`config.mk`:
```
export PLATFORM = sky130hd
export DESIGN_NAME = lab06_result_buf
export DESIGN_NICKNAME = d
export VERILOG_FILES = /design/src/rtl/lab06_result_buf.sv
export SDC_FILE = /design/constraint.sdc
export NUM_CORES = 1
export LEC_CHECK = 0
export ABC_AREA = 1
export CAP_MARGIN = 15
export CORE_MARGIN = 2
export CORE_UTILIZATION = 55
export DETAILED_ROUTE_END_ITERATION = 8
export PLACE_DENSITY = 0.8
export SLEW_MARGIN = 10
export SYNTH_ARGS = -nofsm -noshare
export SYNTH_HDL_FRONTEND = slang
export SYNTH_SLANG_ARGS = --single-unit
```
`constraint.sdc`:
```
create_clock -name clk -period 2.5 [get_ports clk]
set_input_delay 0.5 -clock clk [delete_from_list [all_inputs] [get_ports clk]]
set_output_delay 0.5 -clock clk [all_outputs]
set_load 0.005 [all_outputs]
```
`src/rtl/lab06_result_buf.sv`:
```
// Show-ahead result FIFO behind lab06_2, with drop accounting and a saturating
// running sum of every accepted result.
module lab06_result_buf #(
    parameter int DEPTH = 4
) (
    input  logic                     clk,
    input  logic                     rst_n,
    input  logic                     in_valid,
    input  logic signed [6:0]        in_result,
    input  logic                     rd_ready,
    input  logic                     sum_clr,
    output logic                     rd_valid,
    output logic signed [6:0]        rd_data,
    output logic [$clog2(DEPTH):0]   count,
    output logic                     full,
    output logic                     empty,
    output logic                     drop,
    output logic [3:0]               drop_cnt,
    output logic signed [9:0]        sum
);

    localparam int AW = $clog2(DEPTH);
    localparam int CW = AW + 1;

    logic signed [6:0]  r_mem [DEPTH];
    logic [AW-1:0]      r_wr_ptr;
    logic [AW-1:0]      r_rd_ptr;
    logic [CW-1:0]      r_count;
    logic               r_drop;
    logic [3:0]         r_drop_cnt;
    logic signed [9:0]  r_sum;

    logic               w_rd;
    logic               w_wr;
    logic               w_rej;
    logic signed [10:0] w_sum_ext;
    logic signed [9:0]  w_sum_sat;

    assign empty    = (r_count == '0);
    assign full     = (r_count == CW'(DEPTH));
    assign rd_valid = !empty;
    assign count    = r_count;
    assign drop     = r_drop;
    assign drop_cnt = r_drop_cnt;
    assign sum      = r_sum;
    assign rd_data  = empty ? 7'sd0 : r_mem[r_rd_ptr];

    // A read in the same cycle frees a slot, so a full FIFO can still accept.
    assign w_rd  = rd_valid && rd_ready;
    assign w_wr  = in_valid && (!full || w_rd);
    assign w_rej = in_valid && full && !w_rd;

    // One extra bit catches overflow: top two bits differ only when the true sum left 10-bit range.
    assign w_sum_ext = {r_sum[9], r_sum} + {{4{in_result[6]}}, in_result};
    always_comb begin
        w_sum_sat = w_sum_ext[9:0];
        if (w_sum_ext[10] != w_sum_ext[9])
            w_sum_sat = w_sum_ext[10] ? -10'sd512 : 10'sd511;
    end

    // NOTE: storage is not reset; clearing count makes old entries unreachable,
    // and rd_data is forced to 0 while empty.
    always_ff @(posedge clk) begin
        if (w_wr)
            r_mem[r_wr_ptr] <= in_result;
    end

    // NOTE: all state uses non-blocking assignments so every register samples pre-edge values.
    always_ff @(posedge clk or negedge rst_n) begin
        if (!rst_n) begin
            r_wr_ptr <= '0;
            r_rd_ptr <= '0;
            r_count  <= '0;
        end else begin
            if (w_wr)
                r_wr_ptr <= r_wr_ptr + 1'b1;
            if (w_rd)
                r_rd_ptr <= r_rd_ptr + 1'b1;
            case ({w_wr, w_rd})
                2'b10:   r_count <= r_count + 1'b1;
                2'b01:   r_count <= r_count - 1'b1;
                default: r_count <= r_count;
            endcase
        end
    end

    always_ff @(posedge clk or negedge rst_n) begin
        if (!rst_n) begin
            r_drop     <= 1'b0;
            r_drop_cnt <= '0;
        end else begin
            r_drop <= w_rej;
            if (w_rej && r_drop_cnt != 4'hF)
                r_drop_cnt <= r_drop_cnt + 1'b1;
        end
    end

    always_ff @(posedge clk or negedge rst_n) begin
        if (!rst_n) begin
            r_sum <= '0;
        end else if (sum_clr) begin
            r_sum <= w_wr ? 10'(in_result) : 10'sd0;
        end else if (w_wr) begin
            r_sum <= w_sum_sat;
        end
    end

endmodule

```
Word level (Yosys, flattened, before mapping)
Memory sizes are Yosys's and may differ from the RTL's.
Cells that the tools add are included.
- register bits after elaboration: 22
- RAM bits: 28
- output and inout bits: 28
- logic and storage cells: 39
- memories: 1
- $add $sub $neg: 6
- equal/unequal tests: 5
- muxes and demuxes: 9
- reductions and logical operators: 12
- memories (memory ; depth ; width ; rd ports ; clocked after Yosys merged registers in ; wr ports ; line ; RTL):
    r_mem ; 4 ; 7 ; 1 ; 0 ; 1 ; 25 ; logic signed [6:0] r_mem [DEPTH];
- operators by type and width (kind ; number):
    2-to-1 mux 10 bit ; 5
    adder 10 x 7 -> 11 bit ; 1
    2-to-1 mux 7 bit ; 1
    case mux 3 bit (2 select lines) ; 1
    logical AND 1 bit ; 5
    adder 2 x 1 -> 2 bit, second input constant ; 2
    adder 4 x 1 -> 4 bit, second input constant ; 1
    inequality test 4 bit, second input constant ; 1
    nonzero test 2 bit ; 2
    adder 3 x 1 -> 3 bit, second input constant ; 1
    equality test 3 bit, second input constant ; 1
    zero test 1 bit ; 3
    zero test 3 bit ; 1
    subtractor 3 x 1 -> 3 bit, second input constant ; 1
    equality test 2 x 1 -> 1 bit, second input constant ; 1
    equality test 2 bit, second input constant ; 1
    2-to-1 mux 1 bit ; 2
    logical OR 1 bit ; 1
    inequality test 1 bit ; 1

Logic depth before layout (Yosys ltp)
Gate-level depths: netlist (run 1).
- depth in word-level cells: 7
- depth in mapped cells: 14

Worst setup path after synthesis (run 1)
OpenSTA, ideal clock, no wires.
- path kind: register -> register
- start point: reg r_count[1] (netlist: count[1])
- end point: reg r_count[2] (netlist: count[2])
- arrival time: 1931 ps
- required time: 2369 ps
- slack: 439 ps
- stages on the path, launching flop included: 11
- clock period less this slack: 2061 ps
- cells stage by stage: dfrtp_1 > nor3_2 > nand2_1 > nand2_1 > buf_4 > ha_1 > inv_1 > fa_1 > a21oi_1 > o21ai_0 > xor2_1
- elaborated cells on any way between the ends: 13
- RTL lines (item ; line ; RTL):
    start, declared ; 28 ; logic [CW-1:0] r_count;
    start signal, assigned ; 80 ; 2'b10: r_count <= r_count + 1'b1;
    start signal, assigned ; 81 ; 2'b01: r_count <= r_count - 1'b1;
    start signal, assigned ; 82 ; default: r_count <= r_count;
    equality test 3 bit (*) ; 40 ; assign full = (r_count == CW'(DEPTH));
    named net full ; 15 ; output logic full,
    zero test 1 bit (*) ; 50 ; assign w_wr = in_valid && (!full || w_rd);
    logical OR 1 bit (*) ; 50 ;
    logical AND 1 bit (*) ; 50 ;
    equality test 2 x 1 -> 1 bit or equality test 2 bit (tied branches) ; 79 ; case ({w_wr, w_rd})
    case mux 3 bit (2 select lines) or nonzero test 2 bit (tied branches) ; - ;
The timed path passes the listed nets; every way through them passes the cells marked *.
A chain may end at the register's enable or synchronous reset.

Worst setup path after layout (run 1)
- start point: in in_result[0]
- end point: reg r_sum[8] (netlist: sum[8])
- word-level cells in the longest chain between the ends: 5
- elaborated cells on any way between the ends: 6
- ends and longest elaborated chain (item ; line ; RTL):
    start, declared ; 9 ; input logic signed [6:0] in_result,
    adder 10 x 7 -> 11 bit (*) ; 54 ; assign w_sum_ext = {r_sum[9], r_sum} + {{4{in_result[6]}}, in_result};
    2-to-1 mux 10 bit or inequality test 1 bit (tied branches) ; 58, 57 ;
    2-to-1 mux 10 bit (*) ; 57 ; if (w_sum_ext[10] != w_sum_ext[9])
    2-to-1 mux 10 bit (*) ; 103 ; end else if (w_wr) begin
    2-to-1 mux 10 bit (*) ; 101 ; end else if (sum_clr) begin
    end signal, assigned ; 102 ; r_sum <= w_wr ? 10'(in_result) : 10'sd0;
    end signal, assigned ; 104 ; r_sum <= w_sum_sat;
    end, declared ; 31 ; logic signed [9:0] r_sum;
Every way passes the cells marked *; elsewhere a longest branch is shown, timed or not. The select of a mux whose other input is x is not followed.

==> summary.json, run 1 <==
{
  "yosysMostFrequentCell": "sky130_fd_sc_hd__nand2_1",
  "setup.worst_path.end_class": "flip-flop",
  "grt_pass1_wl_um": 9340,
  "setup.worst_path.start": "in_result[0]",
  "synthesis.area_um2": 2820,
  "drc": 0,
  "design.die.area_um2": 5710,
  "cts_htree_levels": 2,
  "cts.repair.resized": 1,
  "count_of_antenna_diodes_in_the_layout": 0,
  "cts.sinks": 50,
  "regArea_um2": 1400,
  "holdPathStages": 1,
  "avgViaCountPerCell": 5.05,
  "synthTopCellsByCount": "88 x sky130_fd_sc_hd__nand2_1, 52 x sky130_fd_sc_hd__nor2_1, 30 x sky130_fd_sc_hd__inv_1",
  "synth_area_per_cell_um2": 8.62,
  "worst_r2r_path_depth": 11,
  "dpl_cell_area_um2": 3470,
  "ir_worst_vdd_mv": 0.563,
  "postSynthRegisterBits": 50,
  "gpl.final_weighted_congestion": 0.862,
  "first_global_vias": 2112,
  "syn-instance-count": 327,
  "grt_antenna_before_repair": 0,
  "ys_top_cells_by_area": "sky130_fd_sc_hd__edfxtp_1 30%, sky130_fd_sc_hd__dfrtp_1 20%, sky130_fd_sc_hd__nand2_1 12%, sky130_fd_sc_hd__ha_1 7.1%, sky130_fd_sc_hd__nor2_1 6.9%",
  "worst-slew-pin-transition_ns": 0.359,
  "worstPathArrival_ns": 2.59,
  "regToRegStartpoint": "sum[0]",
  "cts.repair_timing.setup_buffer_count": 0,
  "synth.yosys.seq_area_share_pct": 49.4,
  "initial_utilization_pct": 56.3,
  "hp-start": "drop_cnt[3]",
  "p_per_area_nw_per_um2": 1140,
  "hpwlAfterDp_um": 4560,
  "drv_slew": 0,
  "gr-total-overflow": 0,
  "tritoncts": "built",
  "core_area_um2": 5010,
  "std_cell_rows": 26,
  "clkTransAtPathRegs_ns": 0.08,
  "post_cts_hold_buffer_count": 0,
  "detail_route.first_pass.iterations": 4,
  "synth.lib_cells_used.distinct": 27,
  "io_buffers": 39,
  "reg2reg_slack_ns": 0.45,
  "skew_ns": 0.0104,
  "worst_r2r_endpoint": "sum[8]",
  "drtAntennaViolNets": 0,
  "floorplan.io_pins": 40,
  "hold_end": "drop_cnt[3]",
  "rsz0062_at_grt": "false",
  "clk_path_buf_depth": 2,
  "drv_cap": 0,
  "timing.critical_path.required_ns": 2.70,
  "route.vias.total": 2346,
  "worst_slew_margin_rel_pct": 75.8,
  "die_w_um": 75.6,
  "synth_largest_area_cell": "sky130_fd_sc_hd__edfxtp_1",
  "synth_top_flop_cell": "sky130_fd_sc_hd__edfxtp_1",
  "cts-buffers-inserted": 5,
  "period_minus_slack_ns": 2.40,
  "cts_root_cell": "sky130_fd_sc_hd__clkbuf_8",
  "clock_latency_ns": 0.31,
  "proportion_of_synthesized_flip_flops_having_asynchronous_set_or_reset_pct": 44.0,
  "critPathKind": "in -> reg",
  "finalHoldViolations": 0,
  "hold_path.class": "reg -> reg",
  "synth_largest_type_area_fraction_pct": 29.8,
  "critical_path_peak_fanout": 6,
  "f_max_mhz": 417,
  "drive_above_1_share_pct": 13.9,
  "stdcell_area_um2": 3610,
  "ys_warn_count": 0,
  "leakage_nw": 1.65,
  "nNetsFinal": 424,
  "final.period_utilization_pct": 95.9,
  "n_fill_cell": 388,
  "setup_total_negative_slack_ns": 0,
  "die-height_um": 75.6,
  "outcome": "completed",
  "worst_setup_path_start_kind": "primary input",
  "multi_input_area_um2": 1300,
  "report.final.setup_viol": 0,
  "grtUsageTotal_pct": 22.0,
  "syn2layout_area_growth_pct": 28.1,
  "synth-edff-count": 28,
  "count_of_routing_violations_after_the_opening_detailed_route_iteration": 64,
  "wl_per_cell_um": 13.1,
  "maximum_number_of_pins_on_one_net_before_global_route_repair": 23,
  "synthesis.nets": 357,
  "detail_route.wirelength_um": 6080
}
==> critical path: stages <==
cell	delay, ns
sky130_fd_sc_hd__clkdlybuf4s50_1	0.52
sky130_fd_sc_hd__ha_1	0.29
sky130_fd_sc_hd__fa_1	0.42
sky130_fd_sc_hd__nand2_1	0.10
sky130_fd_sc_hd__nand3_1	0.07
sky130_fd_sc_hd__o21ai_0	0.16
sky130_fd_sc_hd__o21ai_0	0.16
sky130_fd_sc_hd__xor2_1	0.16
sky130_fd_sc_hd__nand2_1	0.06
sky130_fd_sc_hd__nand2_1	0.05
sky130_fd_sc_hd__nand2_1	0.06
sky130_fd_sc_hd__nand2_1	0.05
==> layout make-up <==
type | count | area share (%)
Inverter | 34 | 3.71
Tap cell | 70 | 2.42
Timing Repair Buffer | 65 | 16.2
Multi-Input combinational cell | 238 | 35.9
Clock inverter | 3 | 1.25
Sequential cell | 50 | 38.6
Clock buffer | 5 | 1.91
==> cells in the final DEF, fill, tap and decap left out, drive strengths merged <==
| cell type | n |
|---|---|
| a21oi | 15 |
| buf | 26 |
| bufinv | 1 |
| clkbuf | 5 |
| clkdlybuf4s50 | 39 |
| clkinvlp | 3 |
| dfrtp | 22 |
| edfxtp | 28 |
| fa | 2 |
| ha | 16 |
| inv | 33 |
| nand2 | 93 |
| nand3 | 16 |
| nand4 | 5 |
| nor2 | 54 |
| nor3 | 2 |
| o21ai | 20 |
| o21bai | 1 |
| or2 | 1 |
| xnor2 | 6 |
| xor2 | 7 |
==> how the worst max path moves through the flow <==
stage | to | cells after the start | slack, ns
4_1_cts | rd_data[0] | 4 | 0.08
2_1_floorplan | count[2] | 10 | 0.44
5_1_grt | sum[8] | 12 | 0.01
6_report | sum[8] | 12 | 0.10
3_5_place_dp | sum[8] | 12 | -0.21
3_3_place_gp | sum[8] | 12 | -0.15
==> cell families after synthesis <==
kind of cell,share of synthesized area [%]
flops,49.4
xor+xnor,4.04
simple gates,25.4
compound gates,7.28
fa+ha+maj,8.52
buf+inv,5.37
==> layer usage <==
| layer | track usage (%) | share of wire [%] |
|---|---|---|
| met5 | 0 | 0 |
| met4 | 7.60 | 1.7 |
| met3 | 3.70 | 3.3 |
| met2 | 39.2 | 52 |
| met1 | 27.0 | 43 |
==> flip-flops by register name, indices dropped and copies added, names as in the netlist <==
register,count
count,3
drop,1
drop_cnt,4
r_mem,28
r_rd_ptr,2
r_wr_ptr,2
sum,10
==> stage by stage <==
stage / worst slack (ns) / instances / util (%) / hold slack, ns / power [mW]
after floorplan: 0.439 / 327 / - / 0.204 / 2.55
after global placement: -0.149 / 457 / 69.2 / 0.486 / 3.44
after detailed placement: -0.205 / 457 / 69.2 / 0.506 / 3.51
after CTS: 0.0782 / 465 / 71.5 / 0.529 / 4.08
after global routing: 0.0126 / 465 / 72.1 / 0.553 / 4.45
final: 0.104 / 465 / 72.1 / 0.521 / 4.10
==> report_power, final <==
| part | switching, mW | total [mW] | leakage [nW] | internal (mW) |
|---|---|---|---|---|
| Clock | 0.265 | 0.562 | 0.0504 | 0.297 |
| Combinational | 1.10 | 2.19 | 1.07 | 1.09 |
| Sequential | 0.223 | 1.35 | 0.529 | 1.13 |
Power figures use the tool's default switching activity.
==> run 2, diff against run 1 <==
--- a/config.mk
+++ b/config.mk
@@ -8,9 +8,9 @@
 export ABC_AREA = 1
 export CAP_MARGIN = 15
 export CORE_MARGIN = 2
-export CORE_UTILIZATION = 55
+export CORE_UTILIZATION = 28
 export DETAILED_ROUTE_END_ITERATION = 8
-export PLACE_DENSITY = 0.8
+export PLACE_DENSITY = 0.47
 export SLEW_MARGIN = 10
 export SYNTH_ARGS = -nofsm -noshare
 export SYNTH_HDL_FRONTEND = slang
==> run 2 against run 1 <==
  * Via count shrank 2.6%
  * Cell area grew 4.3%
  * Largest cell class unchanged
  * Register-to-register slack is essentially flat
  * Highest routed layer unchanged
==> summary.json, run 2 (synthesis gave the netlist of run 1 again) <==
{
  "final.period_utilization": {"value": 95.3, "unit": "%", "change": "was 95.9%"},
  "hold_path.class": {"value": "reg -> reg", "change": "unchanged"},
  "wl_per_cell": {"value": 12.9, "unit": "µm", "change": "was 13.1 µm"},
  "placedCellCount": {"value": 530, "change": "was 457"},
  "hold_end": {"value": "drop_cnt[3]", "change": "unchanged"},
  "critical_path_peak_fanout": {"value": 17, "change": "was 6"},
  "period_minus_slack": {"value": 2.38, "unit": "ns", "change": "was 2.40 ns"},
  "largest_register_ff_count": {"value": 28, "change": "unchanged"},
  "f_max": {"value": 420, "unit": "MHz", "change": "was 417 MHz"},
  "core_area": {"value": 9770, "unit": "µm²", "change": "was 5010 µm²"},
  "worst-slew-pin-transition": {"value": 0.354, "unit": "ns", "change": "was 0.359 ns"},
  "die-height": {"value": 104, "unit": "µm", "change": "was 75.6 µm"},
  "post_cts_hold_buffer_count": {"value": 0, "change": "unchanged"},
  "clkTransAtPathRegs": {"value": 0.10, "unit": "ns", "change": "was 0.08 ns"},
  "syn2layout_area_growth": {"value": 33.6, "unit": "%", "change": "was 28.1%"},
  "p_per_area": {"value": 1110, "unit": "nW/µm²", "change": "was 1140 nW/µm²"},
  "detail_route.first_pass.iterations": {"value": 4, "change": "unchanged"},
  "avgViaCountPerCell": {"value": 4.25, "change": "was 5.05"},
  "cts-buffers-inserted": {"value": 5, "change": "unchanged"},
  "cts_root_cell": {"value": "sky130_fd_sc_hd__clkbuf_8", "change": "unchanged"},
  "count_of_antenna_diodes_in_the_layout": {"value": 0, "change": "unchanged"},
  "grtUsageTotal": {"value": 13.1, "unit": "%", "change": "was 22.0%"},
  "cts_htree_levels": {"value": 2, "change": "unchanged"},
  "count_of_routing_violations_after_the_opening_detailed_route_iteration": {"value": 99, "change": "was 64"},
  "die_w": {"value": 104, "unit": "µm", "change": "was 75.6 µm"},
  "fin_ws": {"value": 0.117, "unit": "ns", "change": "was 0.104 ns"},
  "timing.critical_path.required": {"value": 2.00, "unit": "ns", "change": "was 2.70 ns"},
  "n_fill_cell": {"value": 1025, "change": "was 388"},
  "final_cell_mix": {"value": "88 x sky130_fd_sc_hd__nand2_1, 52 x sky130_fd_sc_hd__nor2_1, 37 x sky130_fd_sc_hd__clkdlybuf4s50_1", "change": "was 88 x sky130_fd_sc_hd__nand2_1, 52 x sky130_fd_sc_hd__nor2_1, 39 x sky130_fd_sc_hd__clkdlybuf4s50_1"},
  "rsz0062_at_grt": {"value": "false", "change": "unchanged"},
  "gpl.final_weighted_congestion": {"value": 0.857, "change": "was 0.862"},
  "detail_route.wirelength": {"value": 6930, "unit": "µm", "change": "was 6080 µm"},
  "finalHoldViolations": {"value": 0, "change": "unchanged"},
  "maximum_number_of_pins_on_one_net_before_global_route_repair": {"value": 23, "change": "unchanged"},
  "reg2reg_slack": {"value": 0.44, "unit": "ns", "change": "was 0.45 ns"},
  "ir_worst_vdd": {"value": 0.319, "unit": "mV", "change": "was 0.563 mV"},
  "regToRegStartpoint": {"value": "count[0]", "change": "was sum[0]"},
  "register_bank_with_the_most_flops": {"value": "r_mem", "change": "unchanged"},
  "report.final.setup_viol": {"value": 0, "change": "unchanged"},
  "design.die.area": {"value": 10900, "unit": "µm²", "change": "was 5710 µm²"},
  "clock_latency": {"value": 0.31, "unit": "ns", "change": "about the same"},
  "tritoncts": {"value": "built", "change": "unchanged"},
  "skew": {"value": 0.0126, "unit": "ns", "change": "was 0.0104 ns"},
  "first_global_vias": {"value": 2270, "change": "was 2112"},
  "clk_path_buf_depth": {"value": 2, "change": "unchanged"},
  "worst_setup_path_start_kind": {"value": "flip-flop", "change": "was primary input"},
  "final_common_cell": {"value": "sky130_fd_sc_hd__nand2_1", "change": "unchanged"},
  "io_buffers": {"value": 39, "change": "unchanged"},
  "worst_r2r_endpoint": {"value": "count[2]", "change": "was sum[8]"},
  "drtAntennaViolNets": {"value": 0, "change": "unchanged"},
  "worstPathArrival": {"value": 1.88, "unit": "ns", "change": "was 2.59 ns"},
  "drv_slew": {"value": 0, "change": "unchanged"},
  "drive_above_1_share": {"value": 16.3, "unit": "%", "change": "was 13.9%"},
  "holdPathStages": {"value": 1, "change": "unchanged"},
  "cts.sinks": {"value": 50, "change": "unchanged"},
  "hpwlAfterDp": {"value": 5180, "unit": "µm", "change": "was 4560 µm"},
  "setup.worst_path.start": {"value": "r_rd_ptr[0]", "change": "was in_result[0]"},
  "drv_cap": {"value": 0, "change": "unchanged"},
  "std_cell_rows": {"value": 36, "change": "was 26"},
  "drc": {"value": 0, "change": "unchanged"},
  "worst_slew_margin_rel": {"value": 76.4, "unit": "%", "change": "was 75.8%"},
  "hp-start": {"value": "drop_cnt[3]", "change": "unchanged"},
  "route.vias.total": {"value": 2286, "change": "was 2346"},
  "grt_pass1_wl": {"value": 11300, "unit": "µm", "change": "was 9340 µm"},
  "grt_antenna_before_repair": {"value": 0, "change": "unchanged"},
  "worst_r2r_path_depth": {"value": 9, "change": "was 11"},
  "setup.worst_path.end_class": {"value": "output port", "change": "was flip-flop"},
  "critPathKind": {"value": "reg -> out", "change": "was in -> reg"},
  "floorplan.io_pins": {"value": 40, "change": "unchanged"},
  "post_layout_nonfiller_instances": {"value": 538, "change": "was 465"},
  "nNetsFinal": {"value": 434, "change": "was 424"},
  "leakage": {"value": 1.72, "unit": "nW", "change": "was 1.65 nW"},
  "initial_utilization": {"value": 28.8, "unit": "%", "change": "was 56.3%"},
  "post-place-ws": {"value": -0.221, "unit": "ns", "change": "was -0.205 ns"},
  "outcome": {"value": "completed", "change": "unchanged"},
  "gr-total-overflow": {"value": 0, "change": "unchanged"}
}
[run 2: cell count changes in the layout (fill, tap and decap cells not counted), moves of 2 or more]
cell / change
sky130_fd_sc_hd__buf_4: +10
sky130_fd_sc_hd__clkinvlp_4: -3
sky130_fd_sc_hd__clkdlybuf4s50_1: -2
sky130_fd_sc_hd__clkinv_4: +2
sky130_fd_sc_hd__dlymetal6s2s_1: +2
sky130_fd_sc_hd__ha_1: -2
[run 2: area by class of cell]
class | instances | area, µm² | share of cell area, %
sequential | 50 | 1400 | 37.0
clock inverter | 3 | 28.8 | 0.764
clock buffer | 5 | 68.8 | 1.83
multi-input combinational | 238 | 1310 | 34.8
timing repair buffer | 75 | 666 | 17.7
tap | 133 | 166 | 4.42
inverter | 34 | 130 | 3.46
[run 2: how the worst max path moves through the flow]
stage	cells past startpoint	slack, ns	to
floorplan	10	0.44	count[2]
global placement	12	-0.22	sum[8]
detailed placement	12	-0.22	sum[8]
CTS	4	0.03	rd_data[6]
global route	14	0.006	sum[0]
finish	4	0.12	rd_data[1]
[run 2: repair_timing]
item	CTS	global route
setup buffers	0	0
resized for setup	1	10
endpoints found under the setup margin	7	12
pin swaps	0	1
[run 2: metrics by stage]
stage	hold slack (ns)	util (%)	instance area [µm²]	TNS, ns	power (mW)
after global placement	0.488	37.1	3620	-1.19	3.64
after CTS	0.506	38.1	3720	0	4.18
after global routing	0.549	38.5	3770	0	4.56
after detailed placement	0.491	37.1	3620	-1.38	3.65
final	0.505	38.5	3770	0	4.17
after floorplan	0.204	-	2820	0	2.55
[run 2: routing by layer]
layer	up-vias	track usage [%]	share of wire, %
li1	1206	-	-
met1	1029	17.2	48
met2	42	22.0	47
met3	9	2.63	3.8
met4	0	3.19	1.4
met5	-	0	0
[run 2: where the power goes]
part	internal, mW	switching, mW
registers	1.12	0.229
clock network	0.208	0.310
logic	1.17	1.13
total	2.50	1.67
[run 2: worst max-delay path: stages, from the launching register on]
cell and delay (ns):
sky130_fd_sc_hd__dfrtp_4 0.59, sky130_fd_sc_hd__inv_4 0.16, sky130_fd_sc_hd__o21ai_0 0.11, sky130_fd_sc_hd__a21oi_1 0.19, sky130_fd_sc_hd__clkdlybuf4s50_1 0.53
==> run 3, diff against run 2 <==
--- a/config.mk
+++ b/config.mk
@@ -8,9 +8,10 @@
 export ABC_AREA = 1
 export CAP_MARGIN = 15
 export CORE_MARGIN = 2
-export CORE_UTILIZATION = 28
+export CORE_UTILIZATION = 50
 export DETAILED_ROUTE_END_ITERATION = 8
-export PLACE_DENSITY = 0.47
+export PLACE_DENSITY = 0.74
+export RECOVER_POWER = 50
 export SLEW_MARGIN = 10
 export SYNTH_ARGS = -nofsm -noshare
 export SYNTH_HDL_FRONTEND = slang
==> run 3 against run 2 <==
  * Global-route usage is 7.7 points higher
  * Register-to-register slack improved by 0.02 ns
  * Utilization grew 27 points
  * Critical path type unchanged
  * Die area fell by 43%
  * Highest routed layer unchanged
  * Cell area decreased by 5.2%
  * Count of clock-buffer cells in the layout is 1 higher
==> summary.json, run 3 (synthesis gave the netlist of run 1 again) <==
{
  "register_bank_with_the_most_flops": {"value": "r_mem", "change": "unchanged"},
  "count_of_antenna_diodes_in_the_layout": {"value": 0, "change": "unchanged"},
  "worst_r2r_path_depth": {"value": 11, "change": "was 9"},
  "n_fill_cell": {"value": 460, "change": "was 1025"},
  "critical_path.slowest_cell": {"value": "sky130_fd_sc_hd__clkdlybuf4s50_1", "change": "was sky130_fd_sc_hd__dfrtp_4"},
  "setup.worst_path.end_class": {"value": "output port", "change": "unchanged"},
  "hold_slack": {"value": 0.504, "unit": "ns", "change": "was 0.505 ns"},
  "outcome": {"value": "completed", "change": "unchanged"},
  "internal_power_of_the_cells": {"value": 2.49, "unit": "mW", "change": "was 2.50 mW"},
  "wl_per_cell": {"value": 12.9, "unit": "µm", "change": "about the same"},
  "nNetsFinal": {"value": 428, "change": "was 434"},
  "ir_worst_vdd": {"value": 0.504, "unit": "mV", "change": "was 0.319 mV"},
  "power.share.sequential": {"value": 33.0, "unit": "%", "change": "was 32.5%"},
  "floorplan.io_pins": {"value": 40, "change": "unchanged"},
  "drv_cap": {"value": 0, "change": "unchanged"},
  "worst_r2r_endpoint": {"value": "sum[8]", "change": "was count[2]"},
  "placedCellCount": {"value": 463, "change": "was 530"},
  "post_layout_nonfiller_instances": {"value": 471, "change": "was 538"},
  "worst_path_largest_cell_delay": {"value": 0.52, "unit": "ns", "change": "was 0.59 ns"},
  "largest_register_ff_count": {"value": 28, "change": "unchanged"},
  "count_of_routing_violations_after_the_opening_detailed_route_iteration": {"value": 119, "change": "was 99"},
  "cts-buffers-inserted": {"value": 5, "change": "unchanged"},
  "leakage": {"value": 1.64, "unit": "nW", "change": "was 1.72 nW"},
  "power_frac_clock": {"value": 13.5, "unit": "%", "change": "was 12.4%"},
  "p_switching": {"value": 1.58, "unit": "mW", "change": "was 1.67 mW"},
  "f_max": {"value": 423, "unit": "MHz", "change": "was 420 MHz"},
  "maximum_number_of_pins_on_one_net_before_global_route_repair": {"value": 23, "change": "unchanged"},
  "std_cell_rows": {"value": 27, "change": "was 36"},
  "gr-total-overflow": {"value": 0, "change": "unchanged"},
  "cell_by_cell_trace_of_the_critical_path": {"value": "clkinv_1, nor2_1, o21ai_0, a21oi_1, clkdlybuf4s50_1", "change": "was inv_4, o21ai_0, a21oi_1, clkdlybuf4s50_1"},
  "p_per_area": {"value": 1140, "unit": "nW/µm²", "change": "was 1110 nW/µm²"},
  "critPathKind": {"value": "reg -> out", "change": "unchanged"},
  "hpwlAfterDp": {"value": 4530, "unit": "µm", "change": "was 5180 µm"},
  "syn2layout_area_growth": {"value": 26.6, "unit": "%", "change": "was 33.6%"},
  "worst_slew_margin_rel": {"value": 16.3, "unit": "%", "change": "was 76.4%"},
  "worst-slew-pin-transition": {"value": 1.25, "unit": "ns", "change": "was 0.354 ns"},
  "period_minus_slack": {"value": 2.36, "unit": "ns", "change": "was 2.38 ns"},
  "route.vias.total": {"value": 2339, "change": "was 2286"},
  "avgViaCountPerCell": {"value": 4.97, "change": "was 4.25"},
  "critical_path_peak_fanout": {"value": 8, "change": "was 17"},
  "worstPathArrival": {"value": 1.86, "unit": "ns", "change": "was 1.88 ns"},
  "worst_setup_path_start_kind": {"value": "flip-flop", "change": "unchanged"},
  "clk_path_buf_depth": {"value": 2, "change": "unchanged"},
  "finalHoldViolations": {"value": 0, "change": "unchanged"},
  "drive_above_1_share": {"value": 10.5, "unit": "%", "change": "was 16.3%"},
  "netSwitchingFraction": {"value": 38.8, "unit": "%", "change": "was 40.0%"},
  "regToRegStartpoint": {"value": "sum[0]", "change": "was count[0]"},
  "combPwrFrac": {"value": 53.6, "unit": "%", "change": "was 55.1%"},
  "drc": {"value": 0, "change": "unchanged"},
  "worst_setup_path_endpoint": {"value": "rd_data[2]", "change": "was rd_data[1]"},
  "drtAntennaViolNets": {"value": 0, "change": "unchanged"},
  "grt_pass1_wl": {"value": 10000, "unit": "µm", "change": "was 11300 µm"},
  "drv_slew": {"value": 0, "change": "unchanged"},
  "gpl.final_weighted_congestion": {"value": 0.939, "change": "was 0.857"},
  "skew": {"value": 0.00903, "unit": "ns", "change": "was 0.0126 ns"},
  "final_cell_mix": {"value": "88 x sky130_fd_sc_hd__nand2_1, 52 x sky130_fd_sc_hd__nor2_1, 36 x sky130_fd_sc_hd__clkdlybuf4s50_1", "change": "was 88 x sky130_fd_sc_hd__nand2_1, 52 x sky130_fd_sc_hd__nor2_1, 37 x sky130_fd_sc_hd__clkdlybuf4s50_1"},
  "die-height": {"value": 79.1, "unit": "µm", "change": "was 104 µm"},
  "first_global_vias": {"value": 2169, "change": "was 2270"},
  "die_w": {"value": 79.1, "unit": "µm", "change": "was 104 µm"},
  "clkTransAtPathRegs": {"value": 0.09, "unit": "ns", "change": "was 0.10 ns"},
  "initial_utilization": {"value": 51.5, "unit": "%", "change": "was 28.8%"},
  "hold_path.class": {"value": "reg -> reg", "change": "unchanged"},
  "detail_route.wirelength": {"value": 6090, "unit": "µm", "change": "was 6930 µm"},
  "report.final.setup_viol": {"value": 0, "change": "unchanged"},
  "io_buffers": {"value": 39, "change": "unchanged"},
  "final_common_cell": {"value": "sky130_fd_sc_hd__nand2_1", "change": "unchanged"},
  "detail_route.first_pass.iterations": {"value": 4, "change": "unchanged"},
  "final.period_utilization": {"value": 94.6, "unit": "%", "change": "was 95.3%"},
  "cts_root_cell": {"value": "sky130_fd_sc_hd__clkbuf_8", "change": "unchanged"},
  "grt_antenna_before_repair": {"value": 0, "change": "unchanged"},
  "cts_htree_levels": {"value": 2, "change": "unchanged"},
  "design.die.area": {"value": 6250, "unit": "µm²", "change": "was 10900 µm²"},
  "timing.critical_path.required": {"value": 2.00, "unit": "ns", "change": "about the same"},
  "cts.sinks": {"value": 50, "change": "unchanged"},
  "reg2reg_slack": {"value": 0.46, "unit": "ns", "change": "was 0.44 ns"},
  "core_area": {"value": 5470, "unit": "µm²", "change": "was 9770 µm²"},
  "clock_latency": {"value": 0.29, "unit": "ns", "change": "was 0.31 ns"},
  "grtUsageTotal": {"value": 20.8, "unit": "%", "change": "was 13.1%"},
  "setup.worst_path.start": {"value": "r_rd_ptr[1]", "change": "was r_rd_ptr[0]"},
  "tritoncts": {"value": "built", "change": "unchanged"}
}
==> run 3: changes by cell type in the layout (fill, tap and decap cells not counted), sizes merged, moves of 2 or more <==
cell	before	now
buf	36	20
clkbuf	5	16
dlygate4sd3	0	3
dlymetal6s2s	2	0
==> run 3: per-layer routing <==
metal / global-route usage (%) / vias to the layer above / wire [µm]
met5: 0 / - / 0
met3: 3.18 / 13 / 219
met1: 26.5 / 1081 / 2700
met2: 36.8 / 51 / 3050
li1: - / 1194 / -
met4: 5.69 / 0 / 123
==> run 3: metrics by stage <==
step	area, µm²	TNS, ns	utilization, %	power [mW]	setup WS [ns]
6_report	3570	0	65.2	4.07	0.135
5_1_grt	3570	-0.0609	65.2	4.40	-0.0183
2_1_floorplan	2820	0	-	2.55	0.439
4_1_cts	3610	0	65.9	4.09	0.0962
3_5_place_dp	3500	-0.823	64.0	3.53	-0.124
3_3_place_gp	3500	-0.668	64.0	3.50	-0.112
==> run 3: worst min-delay path by stage <==
stage | from | endpoint | cells after the start
2_1_floorplan | rst_n | count[0] | 0
3_3_place_gp | drop_cnt[3] | drop_cnt[3] | 1
3_5_place_dp | drop_cnt[3] | drop_cnt[3] | 1
4_1_cts | drop_cnt[3] | drop_cnt[3] | 1
5_1_grt | drop_cnt[3] | drop_cnt[3] | 1
6_report | drop_cnt[3] | drop_cnt[3] | 1
==> run 3: area by class of cell <==
cell class                 instances  area (µm²)  share of cell area (%)
multi-input combinational        238        1270                    35.6
clock inverter                     2        33.8                   0.946
tap                               72        90.1                    2.52
clock buffer                       6        72.6                    2.03
timing repair buffer              69         578                    16.2
sequential                        50        1400                    39.1
inverter                          34         130                    3.65
==> run 3: what timing repair did <==
item | in CTS | in global routing
setup buffers | 0 | 0
endpoints found under the setup margin | 4 | 10
hold buffers | 0 | 0
gates resized for setup | 1 | 3
==> run 3: power groups by stage <==
stage	combinational [mW]	sequential (mW)	clock (mW)
floorplan	1.27	1.28	0
global placement	2.15	1.35	0
detailed placement	2.19	1.35	0
CTS	2.19	1.34	0.553
global route	2.44	1.38	0.586
finish	2.18	1.34	0.548
==> run 3: critical path: cells and delay by family, from the launching register on <==
family,cells,cell delay (ns)
flops,1,0.35
buf+inv,2,0.78
compound gates,2,0.27
simple gates,1,0.17
==> edit: new RTL, flow settings as in run 1 <==
Register the output `count` once more, without a reset; this adds one clock of latency there. The other outputs are not delayed to match.
--- a/src/rtl/lab06_result_buf.sv
+++ b/src/rtl/lab06_result_buf.sv
@@ -39,7 +39,9 @@
     assign empty    = (r_count == '0);
     assign full     = (r_count == CW'(DEPTH));
     assign rd_valid = !empty;
-    assign count    = r_count;
+    always_ff @(posedge clk) begin
+        count <= r_count;
+    end
     assign drop     = r_drop;
     assign drop_cnt = r_drop_cnt;
     assign sum      = r_sum;
Behaviour: not the same (Yosys sat finds a counterexample within 4 cycles, from zero or initial values and one cycle with rst_n low).
==> edit against run 1 <==
Worst setup slack gained 0.033 ns; routed wire length grew 0.71%; clock skew shrank 0.0021 ns; power shrank 3.3%; area after synthesis grew 2.5%; sequential cell count grew 3; highest routed layer unchanged; design area grew 1.3%.
==> edit: results (changes against run 1) <==
Parameter                              Value

Min path
  Instance count along the most critical hold path ... 0 (was 1)
  Terminating pin of the worst hold path ... count[2]$_DFF_P_ (was drop_cnt[3]$_DFFE_PN0P_)

Synthesis
  Largest cells by area after synthesis ... edfxtp_1, dfrtp_1, nand2_1 (unchanged)
  Syn Area/Cell ... 8.58 sq um (was 8.62 sq um)
  Proportion of register bits with asynchronous set or reset after synthesis ... 0.415 (was 0.440)

Cells and area
  Post-layout instance area ... 0.00366 sq mm (was 0.00361 sq mm)
  Fraction of final layout cells with drive strength greater than 1 ... 0.128 (was 0.139)
  Filler-free cell count of the finished design ... 476 (was 465)

Setup path
  Internal reg-to-reg setup slack ... 0.51 ns (was 0.45 ns)
  Capture point of the worst reg-to-reg path ... sum[3]$_DFFE_PN0P_ (was sum[8]$_DFFE_PN0P_)
  Arrival time reported for the critical path endpoint ... 1.86 ns (was 2.59 ns)
  CP max FO ... 10 (was 6)

Place
  Global placement routability congestion ... 0.851 (was 0.862)
  Standard cell area after detailed placement ... 0.00355 sq mm (was 0.00347 sq mm)
  Post-DP HPWL ... 4560 microns (about the same)
  Setup Slack @ Placement ... -0.204 ns (was -0.205 ns)

Timing
  Clock tree skew after final layout ... 0.00831 ns (was 0.0104 ns)
  Worst slew margin relative to its limit ... 0.648 (was 0.758)
  Min Hold Slack ... 0.484 ns (was 0.521 ns)

Pwr
  Net load switching power ... 1.54 mW (was 1.59 mW)
  Maximum ir drop on the vdd rail ... 0.547 mV (was 0.563 mV)
  Leakage Power ... 1.71 nW (was 1.65 nW)

GRT
  Via count of the first global-routing pass ... 2299 (was 2112)
  GRT Util Overall ... 0.224 (was 0.220)

Route
  Routed WL ... 6120 microns (was 6080 microns)
  Vias ... 2357 (was 2346)

Run status
  Status ... completed (unchanged)
==> edit: cell count changes after synthesis, sizes merged, moves of 2 or more <==
cell,delta
nand2,+10
dfxtp,+3
nor2,+3
nand3,-2
o21ai,-3
==> edit: repair_timing <==
item | 4_1_cts | 5_1_grt
hold buffers | 0 | 0
resized for setup | 0 | 4
setup endpoints to repair | 0 | 8
==> edit: layer usage <==
layer	up-vias	share of wire	global-route usage
met5	-	0	0
met1	1080	0.44	0.287
li1	1217	-	-
met3	4	0.046	0.0367
met2	56	0.51	0.393
met4	0	0.0072	0.0618
==> edit: how the worst max path moves through the flow <==
stage,endpoint,depth (start not counted)
2_1_floorplan,sum[8]$_DFFE_PN0P_,11
3_3_place_gp,sum[4]$_DFFE_PN0P_,11
3_5_place_dp,sum[3]$_DFFE_PN0P_,11
4_1_cts,sum[3]$_DFFE_PN0P_,11
5_1_grt,rd_data[0],6
6_report,empty,2
==> edit: power by group through the flow <==
stage	clock network (mW)	logic, mW	registers, mW
floorplan	0	1.20	1.35
global placement	0	2.03	1.37
detailed placement	0	2.10	1.38
CTS	0.476	2.11	1.36
global route	0.510	2.40	1.39
finish	0.477	2.13	1.36
==> edit: cell type report <==
class	instances	area share
clock buffer	6	0.0198
clock inverter	2	0.00410
inverter	36	0.0373
multi-input combinational	243	0.355
sequential	53	0.397
tap	70	0.0239
timing repair buffer	66	0.163
==> edit: kinds of logic (layout without fill, tap and decap cells) <==
family,count (synthesis),in the layout,synth area share
compound gates,31,31,0.0589
buf+inv,41,110,0.0545
fa+ha+maj,17,17,0.0788
simple gates,181,181,0.262
mux,1,1,0.00390
xor+xnor,13,13,0.0394
flops,53,53,0.502
==> edit: worst max-delay path: stages (launching register included) <==
cell	delay (ns)
dfrtp_1	0.46
nor3_4	0.49
clkdlybuf4s50_1	0.60
